<file path="config.mk">
export PLATFORM = sky130hd
export DESIGN_NAME = keccak_obi_read_master
export DESIGN_NICKNAME = d
export VERILOG_FILES = /design/src/rtl/keccak_obi_read_master.sv
export SDC_FILE = /design/constraint.sdc
export NUM_CORES = 1
export LEC_CHECK = 0
export ABC_AREA = 1
export CAP_MARGIN = 20
export CORE_ASPECT_RATIO = 0.75
export CORE_UTILIZATION = 45
export CTS_CLUSTER_SIZE = 24
export DETAILED_ROUTE_END_ITERATION = 6
export GPL_TIMING_DRIVEN = 1
export PLACE_DENSITY_LB_ADDON = 0.3
export REMOVE_ABC_BUFFERS = 1
export SYNTH_ARGS = -nofsm -noshare
export SYNTH_HDL_FRONTEND = slang
export SYNTH_SLANG_ARGS = --single-unit
</file>
<file path="constraint.sdc">
create_clock -name clk_i -period 16.5 [get_ports clk_i]
set_clock_uncertainty 0.05 [all_clocks]
set_input_delay 2.475 -clock clk_i [delete_from_list [all_inputs] [get_ports clk_i]]
set_output_delay 2.475 -clock clk_i [all_outputs]
set_load 0.02 [all_outputs]
</file>
<file path="src/rtl/keccak_obi_read_master.sv">
// OBI read initiator: fetches a block of 32-bit words with pipelined,
// credit-limited requests and streams them out in address order through a
// small read-data FIFO that absorbs sink backpressure.

package keccak_obi_pkg;

   typedef struct packed {
      logic        req;
      logic        we;
      logic [3:0]  be;
      logic [31:0] addr;
      logic [31:0] wdata;
   } obi_req_t;

   typedef struct packed {
      logic        gnt;
      logic        rvalid;
      logic [31:0] rdata;
   } obi_resp_t;

endpackage

module keccak_obi_read_master
   import keccak_obi_pkg::*;
#(
   parameter int FIFO_DEPTH = 4,
   parameter int CNT_W      = 16
) (
   input  logic             clk_i,
   input  logic             rst_i,
   input  logic             start_i,
   input  logic [31:0]      src_addr_i,
   input  logic [CNT_W-1:0] num_words_i,
   output logic             busy_o,
   output logic             done_o,
   output obi_req_t         obi_req_o,
   input  obi_resp_t        obi_resp_i,
   output logic [31:0]      data_o,
   output logic             valid_o,
   input  logic             ready_i
);

   localparam int PTR_W  = (FIFO_DEPTH > 1) ? $clog2(FIFO_DEPTH) : 1;
   localparam int FCNT_W = $clog2(FIFO_DEPTH + 1);
   localparam int SUM_W  = CNT_W + 1;

   typedef enum logic [1:0] {
      S_IDLE,
      S_RUN,
      S_DRAIN,
      S_DONE
   } state_t;

   state_t             state_q, state_d;
   logic [31:0]        addr_q, addr_d;
   logic [CNT_W-1:0]   num_q, num_d;
   logic [CNT_W-1:0]   issued_q, issued_d;
   logic [CNT_W-1:0]   returned_q, returned_d;
   logic [CNT_W-1:0]   popped_q, popped_d;
   logic               req_q, req_d;

   logic [31:0]        fifo_q [FIFO_DEPTH];
   logic [PTR_W-1:0]   wr_ptr_q, rd_ptr_q;
   logic [FCNT_W-1:0]  fcount_q, fcount_d;

   logic               hs;
   logic               push;
   logic               pop;
   logic [SUM_W-1:0]   inflight;

   // Circular pointer advance that also works for non power-of-two depths.
   function automatic logic [PTR_W-1:0] ptr_inc(input logic [PTR_W-1:0] p);
      return (p == PTR_W'(FIFO_DEPTH - 1)) ? '0 : p + 1'b1;
   endfunction

   // A read is accepted on req&&gnt; a stray rvalid (nothing outstanding) is dropped.
   assign hs   = req_q & obi_resp_i.gnt;
   assign push = obi_resp_i.rvalid & (issued_q != returned_q);
   assign pop  = valid_o & ready_i;

   // Next-state, counter updates and request credit decision.
   always_comb begin
      state_d    = state_q;
      addr_d     = addr_q;
      num_d      = num_q;
      issued_d   = issued_q + CNT_W'(hs);
      returned_d = returned_q + CNT_W'(push);
      popped_d   = popped_q + CNT_W'(pop);
      fcount_d   = fcount_q + FCNT_W'(push) - FCNT_W'(pop);
      req_d      = 1'b0;
      if (hs) begin
         addr_d = addr_q + 32'd4;
      end
      case (state_q)
         S_IDLE: begin
            if (start_i) begin
               num_d      = num_words_i;
               addr_d     = src_addr_i & 32'hFFFF_FFFC;
               issued_d   = '0;
               returned_d = '0;
               popped_d   = '0;
               state_d    = (num_words_i == '0) ? S_DONE : S_RUN;
            end
         end
         S_RUN: begin
            if (hs && (issued_d == num_q)) begin
               state_d = S_DRAIN;
            end
         end
         S_DRAIN: begin
            if (popped_q == num_q) begin
               state_d = S_DONE;
            end
         end
         S_DONE: begin
            state_d = S_IDLE;
         end
         default: begin
            state_d = S_IDLE;
         end
      endcase
      // Words in flight plus words parked in the FIFO must leave room for one more.
      inflight = SUM_W'(issued_d - returned_d) + SUM_W'(fcount_d);
      if (req_q && !obi_resp_i.gnt) begin
         req_d = 1'b1;
      end else begin
         req_d = (state_d == S_RUN) && (issued_d != num_d) &&
                 (inflight < SUM_W'(FIFO_DEPTH));
      end
   end

   // Control and address/counter registers.
   always_ff @(posedge clk_i or posedge rst_i) begin
      if (rst_i) begin
         state_q    <= S_IDLE;
         addr_q     <= '0;
         num_q      <= '0;
         issued_q   <= '0;
         returned_q <= '0;
         popped_q   <= '0;
         req_q      <= 1'b0;
      end else begin
         state_q    <= state_d;
         addr_q     <= addr_d;
         num_q      <= num_d;
         issued_q   <= issued_d;
         returned_q <= returned_d;
         popped_q   <= popped_d;
         req_q      <= req_d;
      end
   end

   // Read-data FIFO: push on accepted rvalid, pop on stream handshake.
   always_ff @(posedge clk_i or posedge rst_i) begin
      if (rst_i) begin
         for (int i = 0; i < FIFO_DEPTH; i++) begin
            fifo_q[i] <= '0;
         end
         wr_ptr_q <= '0;
         rd_ptr_q <= '0;
         fcount_q <= '0;
      end else begin
         if (push) begin
            fifo_q[wr_ptr_q] <= obi_resp_i.rdata;
            wr_ptr_q         <= ptr_inc(wr_ptr_q);
         end
         if (pop) begin
            rd_ptr_q <= ptr_inc(rd_ptr_q);
         end
         fcount_q <= fcount_d;
      end
   end

   assign obi_req_o.req   = req_q;
   assign obi_req_o.we    = 1'b0;
   assign obi_req_o.be    = 4'hF;
   assign obi_req_o.addr  = addr_q;
   assign obi_req_o.wdata = '0;

   assign data_o  = fifo_q[rd_ptr_q];
   assign valid_o = (fcount_q != '0);
   assign busy_o  = (state_q == S_RUN) || (state_q == S_DRAIN);
   assign done_o  = (state_q == S_DONE);

   a_no_stray_rvalid : assert property (@(posedge clk_i) disable iff (rst_i)
      obi_resp_i.rvalid |-> (issued_q != returned_q))
      else $error("rvalid with no outstanding read");

   a_no_overflow : assert property (@(posedge clk_i) disable iff (rst_i)
      (push && !pop) |-> (fcount_q < FCNT_W'(FIFO_DEPTH)))
      else $error("read-data FIFO overflow");

endmodule

</file>
Yosys cells after proc, flatten, opt, wreduce, memory -nomap -nowiden
Index checks and enable logic that the tools add are counted.

Input port bits: 86. Latch bits: 0. Memories: 0. Word-level logic and storage cells: 78. Output and inout port bits: 105. Bits in read-only memories: 0. RAM bits: 0. Bits in registers: 234.

Magnitude comparators: 4. Shifts and indexed selects: 0. Reductions and logical operators: 10. Multiplexer cells: 25. Div/mod/pow operators: 0. Eq/ne operators: 10. Multiply operators: 0. $add $sub $neg: 10. Bitwise gates (word level): 5.

Operators by type and width (number): 2-to-1 mux 32 bit (6); bitwise mux 128 bit (1); 2-to-1 mux 16 bit (8); binary-select mux 32 bit (select 2 bit) (1); demux 32 bit (select 2 bit) (1); adder 16 x 1 -> 16 bit (3); adder 32 x 3 -> 32 bit, second input constant (1); == test 16 bit (2); inequality test 16 bit (2); adder 17 x 3 -> 17 bit (1); less-than comparator 17 x 3 -> 1 bit, second input constant (1); subtractor 16 x 16 -> 17 bit (1); logical NOT 16 bit (1); 2-to-1 mux 2 bit (6); == test 2 bit, second input constant (4); one-hot mux 2 bit (4 select lines) (1); >= comparator 3 bit, second input constant (2); NOT 2 -> 3 bit (2); logical AND 1 bit (5); adder 2 x 1 -> 2 bit, second input constant (2); == test 2 x 1 -> 1 bit, second input constant (2); adder 3 x 1 -> 3 bit (1); bitwise AND 1 bit (3); less-than comparator 3 x 1 -> 1 bit, second input constant (1); other kinds (6) (6).

Longest topological paths before layout
Gate-level depths: netlist of run 1.

Depth in word-level cells: 10. Gate-level depth with buffers: 37. Mapped depth without buffers: 36.

Worst setup path after synthesis of run 1
No wires, ideal clock.

Path kind: input port to flip-flop. From: in ready_i. To: reg req_q. Slack: 10.449 ns. Required time: 16.385 ns. Stages: 24. Library setup time: 0.065 ns. Buffers on the path: 0. Arrival time: 5.936 ns. Cell sequence: and2_0 > ha_1 > inv_1 > ha_1 > inv_1 > fa_1 > xor2_1 > xor2_1 > inv_1 > fa_1 > inv_1 > ha_1 > nand2_1 > o21ai_1 > nand2_1 > nand2_1 > nand2_1 > nand3_1 > nand2_1 > nor2_1 > nand3b_1 > nor3_1 > nand4_1 > nand2_1.

Word-level cells in the longest chain between the ends: 6.

RTL lines: start, declared (RTL line 40) `input logic ready_i`; bitwise AND 1 bit (RTL line 79) `assign pop = valid_o & ready_i;`; subtractor 3 x 1 -> 3 bit (RTL line 89) `fcount_d = fcount_q + FCNT_W'(push) - FCNT_W'(pop);`; net fcount_d[2] (RTL line 64) `logic [FCNT_W-1:0] fcount_q, fcount_d;`; adder 17 x 3 -> 17 bit (RTL line 123) `inflight = SUM_W'(issued_d - returned_d) + SUM_W'(fcount_d);`; less-than comparator 17 x 3 -> 1 bit (RTL line 128) `(inflight < SUM_W'(FIFO_DEPTH));`; logical AND 1 bit (RTL line 127) `req_d = (state_d == S_RUN) && (issued_d != num_d) &&`; 2-to-1 mux 1 bit (RTL line 124) `if (req_q && !obi_resp_i.gnt) begin`; net req_d (RTL line 60) `logic req_q, req_d;`; end signal, assigned (RTL line 149) `req_q <= req_d;`; end, declared (RTL line 60).

The timed path passes the listed nets, and every way through them passes these cells. A chain may end at the register's enable or synchronous reset.

Final worst setup path of run 1
From: in ready_i. To: reg req_q.

Word-level cells in the longest chain between the ends: 6.

RTL lines: bitwise AND 1 bit (RTL line 79); net pop (RTL line 68) `logic pop;`; subtractor 3 x 1 -> 3 bit (RTL line 89); net fcount_d[2] (RTL line 64); adder 17 x 3 -> 17 bit (RTL line 123); less-than comparator 17 x 3 -> 1 bit (RTL line 128); logical AND 1 bit (RTL line 127); 2-to-1 mux 1 bit (RTL line 124); net req_d (RTL line 60).

The timed path passes the listed nets, and every way through them passes these cells.

==> key figures, run 1 <==
Outcome
  – Status: complete, no violations

Synthesis
  – Netlist cell types: 47
  – Sequential-to-total area share from yosys stat: 43.0%
  – Synth Flop Type: dfrtp_1
  – Ys async rst share: 100%
  – Synth Instances: 1560
  – #FFs+latches synth: ~230
  – YS warnings: 0
  – Synth Cell Area: about 0.013 sq mm
  – Post-synth EDFFs: 0
  – Avg Inst Size Synth: 8.65 sq um

STA
  – Setup TNS: 0 ns
  – Worst-Margin Slew: 1.10 ns
  – Final setup violation count: 0
  – Fmax: 0.146 GHz
  – Fin crit period: 6.85 ns
  – Final worst slack: 9.65 ns
  – Min Hold Slack: around 0.45 ns
  – Period utilisation layout: ~42%
  – Unrepaired setup endpoints after global routing: false
  – Final Hold Viols: 0
  – Slew Viols, Final: 0
  – Rel. slew slack: 26.4%

Critical path
  – CP endpoint kind: flip-flop
  – Worst Setup Start Kind: primary input
  – CP arrival: 7.25 ns
  – CP max stage cell: fa_1
  – Crit Path Max Fanout: 6
  – Crit-path max cell delay: ~0.54 ns
  – Worst EP required: 16.90 ns
  – Crit Path Category: primary input to flip-flop
  – Most frequent cell on the critical path: nand2_1

Route
  – Routed Antenna Nets: 0
  – DRT Pass-1 Iters: 5
  – DR vias/cell: just over 5
  – Number of DRC markers in iteration 0: 689
  – Residual DRC count: 0
  – Routed wire length per instance: around 15 microns
  – Detailed-route via count: about 11000
  – Final WL: 32600 microns

Finish
  – Utilization after layout: between 50 and 60%
  – Most frequent cells in the layout: nand2_1 (285), dfrtp_1 (231), inv_1 (169)
  – Fillers: 2683
  – Proportion of layout cells with a drive suffix above 1: around an eighth
  – # diodes: 0
  – Area grow syn2layout: 18.3%
  – Commonest non-fill, non-tap cell in the layout: nand2_1
  – Post-layout nets: 1831

Worst hold path
  – Hold crit path type: flip-flop to flip-flop

Global routing
  – First-pass GRT wire length: about 54000 microns
  – Vias in the first global route: 10700
  – Total grt overflow: 0
  – Initial antenna violation count: 1
  – Total track usage: 21.4%
  – Largest net degree at the start of global routing: between 100 and 150

Clock network
  – Inserted Clock Buffers: 24
  – Clk Latency, worst-skew pair: approximately 0.52 ns
  – Post-CTS setup buffers: 0
  – H-tree Lvls: 1
  – Clk sinks: 232
  – Hold_buf cts: 0
  – CTS tree: done
  – Clk root buf: clkbuf_16
  – Deepest clock path buffer count: 3
  – Cts repair resizes: 0
  – Worst-path clk slew: 0.06 ns

Floorplan
  – Full die area: 0.0307 sq mm
  – Ports: 191
  – Initial core utilization: between 40 and 50%
  – Area of the core: slightly below 0.03 sq mm
  – Die W: approximately 200 microns
  – Site row count: 54
  – Die Height: 152 microns

Place
  – Placer Congestion: 0.884
  – IO buf count: 149
  – DP Worst Slack: 9.05 ns
  – HPWL after DPL: 22500 microns

Pwr
  – Leakage: 7.28 nW
  – PD cells: approximately 200 mW/mm^2
  – Worst vdd ir: 0.150 mV

Flow run
  – Maxcap violations: 0
==> through the flow <==
step	instances	area, sq um	power (mW)
finish	2102	16000	3.22
global route	2102	16000	3.47
CTS	2100	15900	3.22
detailed placement	2058	15100	2.65
global placement	2058	15100	2.61
floorplan	1510	13100	2.09
==> final cells by class <==
type,count,area [sq um],share of cell area [%]
sequential,232,5810,36.4
multi-input combinational,1104,6600,41.3
timing repair buffer,158,1590,9.97
tap,392,490,3.07
clock buffer,33,704,4.41
clock inverter,9,109,0.682
inverter,174,661,4.14
==> layer usage <==
layer	part of all wire, %	track usage [%]
met3	6.7	4.16
met2	45	33.9
met5	0.040	0
met1	48	30.7
met4	1.1	3.39
==> sequential cells by signal (all words and copies together), names as in the netlist <==
name,count
addr_q,30
fcount_q,3
fifo_q,128
issued_q,16
num_q,16
popped_q,16
rd_ptr_q,2
req_q,1
returned_q,16
state_q,2
wr_ptr_q,2
==> kinds of logic after synthesis <==
family / synth area share [%]
buffers and inverters: 9.07
DFF: 43.0
AOI/OAI and AO/OA: 8.30
xor gates and xnor gates: 3.18
adders and majority gates: 4.90
other: 0.0557
muxes: 11.0
and+or+nand+nor: 20.4
==> Yosys cell counts (3+ instances only) <==
| library cell | n | area [sq um] |
|---|---|---|
| nor2_4 | 6 | 67.6 |
| fa_1 | 3 | 60.1 |
| buf_4 | 41 | 308 |
| xnor2_1 | 18 | 158 |
| o21ai_1 | 5 | 25.0 |
| ha_1 | 48 | 601 |
| mux2_2 | 119 | 1340 |
| inv_1 | 171 | 642 |
| nor4_2 | 3 | 37.5 |
| clkbuf_1 | 32 | 120 |
| nor4_1 | 9 | 56.3 |
| mux2_4 | 9 | 135 |
| nor2_1 | 160 | 601 |
| buf_6 | 12 | 135 |
| nand3_1 | 73 | 365 |
| nor3_1 | 19 | 95.1 |
| nor2_2 | 10 | 62.6 |
| or2_2 | 3 | 18.8 |
| dfrtp_1 | 232 | 5810 |
| nand2_2 | 4 | 25.0 |
| nand4_1 | 40 | 250 |
| nand2_1 | 285 | 1070 |
| a31oi_1 | 3 | 18.8 |
| nor3_2 | 3 | 30.0 |
| xor2_1 | 31 | 272 |
| o22ai_1 | 32 | 200 |
| o21ai_0 | 122 | 611 |
| a21oi_1 | 42 | 210 |
| nand3b_1 | 3 | 22.5 |
==> power breakdown <==
group	switching (mW)	leakage [nW]	internal (mW)	total [mW]
logic	0.945	4.02	0.743	1.69
registers	0.162	2.86	0.808	0.970
clock network	0.229	0.403	0.329	0.559
==> critical path: cells and delay by family <==
kind	cells	cell delay [ns]
xor+xnor	2	0.40
fa+ha+maj	5	1.69
simple gates	12	1.65
compound gates	1	0.34
buf+inv	5	0.68
==> final timing paths <==
check	startpoint	slack (ns)	cells after the start	end
max	ready_i	9.65	25	req_q
min	fifo_q[66]	0.45	1	fifo_q[66]
max reg2reg	issued_q[8]	10.78	29	req_q
min reg2reg	fifo_q[66]	0.45	1	fifo_q[66]
max in group asynchronous	rst_i	12.59	3	issued_q[8]
min in group asynchronous	rst_i	2.47	2	fifo_q[65]
(Power assumes the default switching activity.)
==> run 2: changes to the inputs <==
==> constraint.sdc (replaced) <==
create_clock -name clk_i -period 6.1 [get_ports clk_i]
set_clock_uncertainty 0.05 [all_clocks]
set_input_delay 0.915 -clock clk_i [delete_from_list [all_inputs] [get_ports clk_i]]
set_output_delay 0.915 -clock clk_i [all_outputs]
set_load 0.02 [all_outputs]
==> key figures, run 2 (synthesis results as in run 1) <==
STA
  – Min Hold Slack: 0.449 ns (-0.0000880 ns)
  – Unrepaired setup endpoints after global routing: false
  – Fin crit period: 5.49 ns
  – Worst-Margin Slew: 1.08 ns (-0.0189 ns)
  – Fmax: between 0.15 and 0.2 GHz
  – Period utilisation layout: between 80% and 90%
  – Final setup violation count: 0 (unchanged)
  – Final worst slack: 0.615 ns (-9.03 ns)
  – Final Hold Viols: 0 (unchanged)
  – Slew Viols, Final: 0 (unchanged)
  – Rel. slew slack: 27.6% (+1.3 points)

Floorplan
  – Die W: 202 microns (unchanged)
  – Area of the core: 0.0293 sq mm (unchanged)
  – Site row count: 54 (unchanged)
  – Ports: 191 (unchanged)
  – Full die area: 0.0307 sq mm (unchanged)
  – Initial core utilization: 46.1% (unchanged)
  – Die Height: 152 microns (unchanged)

Clock network
  – Worst-path clk slew: 0.07 ns (about the same)
  – Clk root buf: clkbuf_16
  – Hold_buf cts: 0 (unchanged)
  – Deepest clock path buffer count: 3 (unchanged)
  – H-tree Lvls: 1 (unchanged)
  – Clk Latency, worst-skew pair: 0.53 ns (about the same)
  – CTS tree: done
  – Clk sinks: 232 (unchanged)
  – Inserted Clock Buffers: 24 (unchanged)

Place
  – IO buf count: 149 (unchanged)
  – Post-DP Area: 0.0151 sq mm (+0.15%)
  – HPWL after DPL: 22700 microns (+1.0%)
  – Placer Congestion: 0.868 (-1.7%)
  – DP Worst Slack: 0.350 ns (-8.70 ns)

Pwr
  – Worst vdd ir: 0.422 mV (+180%)
  – Leakage: 7.41 nW (+1.7%)
  – PD cells: 559 mW/mm^2 (+180%)

Critical path
  – Worst r2r src: issued_q[10]
  – Worst EP required: 6.52 ns (-10.38 ns)
  – Crit Path Max Fanout: 6 (unchanged)
  – Crit Path Category: flip-flop to flip-flop
  – CP arrival: 5.91 ns (-1.34 ns)
  – Crit-path max cell delay: 0.54 ns (about the same)
  – Worst Setup Start Kind: flip-flop
  – Most frequent cell on the critical path: nand2_1
  – CP endpoint kind: flip-flop
  – CP max stage cell: fa_1
  – R2r setup slk: 0.61 ns (-10.17 ns)
  – Critical path origin: issued_q[10]

Finish
  – Commonest non-fill, non-tap cell in the layout: nand2_1
  – Biggest registers after layout: fifo_q (128), addr_q (30)
  – Fillers: 2611 (-2.7%)
  – Post-layout nets: 1835 (+0.22%)
  – Finished Cell Area: 0.0162 sq mm (+1.7%)
  – # diodes: 0 (unchanged)
  – Proportion of layout cells with a drive suffix above 1: 13.1% (+0.54 points)
  – Area grow syn2layout: 20.3%
  – Most frequent cells in the layout: nand2_1 (285), dfrtp_1 (231), inv_1 (169)
  – Largest register FFs: 128 (unchanged)
  – Most flops, register: fifo_q

Global routing
  – Met2 usage: 33.8% (-0.13 points)
  – Initial antenna violation count: 0 (-1)
  – Vias in the first global route: 10800 (+0.94%)
  – Met3 Use GR: 3.73% (-0.43 points)
  – First-pass GRT wire length: 54700 microns (+1.4%)
  – Total track usage: 21.6% (+0.21 points)
  – GR Layer Usage met1: 31.0% (+0.35 points)
  – Total grt overflow: 0 (unchanged)
  – Most used routing layer: met2
  – Largest net degree at the start of global routing: 151 (+29%)

Route
  – Residual DRC count: 0 (unchanged)
  – Number of DRC markers in iteration 0: 826 (+20%)
  – DR vias/cell: 5.23 (+1.4%)
  – Final WL: 33000 microns (+1.3%)
  – Routed Antenna Nets: 0 (unchanged)
  – DRT Pass-1 Iters: 5 (unchanged)
  – Routed wire length per instance: 15.6 microns (+1.0%)
  – Detailed-route via count: 11000 (+1.7%)

Worst hold path
  – Hold path startpoint: fifo_q[95]
  – Hold crit path type: flip-flop to flip-flop

Outcome
  – Status: complete, no violations

Flow run
  – Maxcap violations: 0 (unchanged)
-- run 2: cell types whose count changed in the layout (fill, tap and decap cells not counted) --
| cell | delta |
|---|---|
| clkbuf_8 | -5 |
| bufinv_16 | +9 |
| nor4_1 | -1 |
| clkbuf_1 | -2 |
| clkinv_4 | +2 |
| buf_16 | +2 |
| buf_4 | +3 |
| nor4_2 | +1 |
| nor3_1 | -1 |
| clkinv_2 | -2 |
| nor3_2 | +1 |
| buf_12 | -1 |
-- run 2: worst paths after layout --
check                                   end  depth (start not counted)
worst max-delay path                  req_q                         28
min in group asynchronous        addr_q[31]                          2
worst max register to register        req_q                         28
worst min-delay path             fifo_q[95]                          1
max in group asynchronous       popped_q[3]                          4
worst min register to register   fifo_q[95]                          1
-- run 2: where the power goes --
part / switching, mW / leakage [nW] / internal [mW]
clock: 0.647 / 0.493 / 1.21
sequential: 0.438 / 2.86 / 2.19
combinational: 2.57 / 4.05 / 2.02
-- run 2: routing by layer --
layer / part of all wire, % / up-vias / wire length [microns]
met5: 0 / - / 0
met4: 2.0 / 0 / 671
met3: 6.1 / 45 / 2010
met2: 44 / 326 / 14600
met1: 48 / 5296 / 15700
li1: - / 5363 / -
-- run 2: cell type report --
type	count	area, sq um	area share, %
repair buffers	162	1650	10.2
flip-flops and latches	232	5810	35.8
clock inverters	18	387	2.38
clock buffers	26	628	3.87
multi-input cells	1104	6610	40.7
inverters	174	661	4.07
well taps	392	490	3.02
-- run 2: per-stage QoR --
stage | TNS [ns] | power (mW) | instances | util (%)
5_1_grt | 0 | 9.76 | 2108 | 55.5
2_1_floorplan | -284.50 | 5.66 | 1510 | -
6_report | 0 | 9.08 | 2108 | 55.5
3_3_place_gp | 0 | 7.07 | 2061 | 51.7
4_1_cts | 0 | 9.09 | 2105 | 55.2
3_5_place_dp | 0 | 7.18 | 2061 | 51.7
-- run 2: critical path, delay by kind of cell, from the launching register on --
| kind | cells | cell delay [ns] |
|---|---|---|
| simple gates | 14 | 2.07 |
| fa+ha+maj | 5 | 1.64 |
| flops | 1 | 0.45 |
| compound gates | 2 | 0.44 |
| xor+xnor | 2 | 0.42 |
| buf+inv | 5 | 0.35 |
-- run 2: what timing repair did --
| action | in CTS | in global routing |
|---|---|---|
| gates resized for setup | 0 | 2 |
| setup endpoints to repair | 0 | 1 |
| buffers inserted | 0 | 0 |
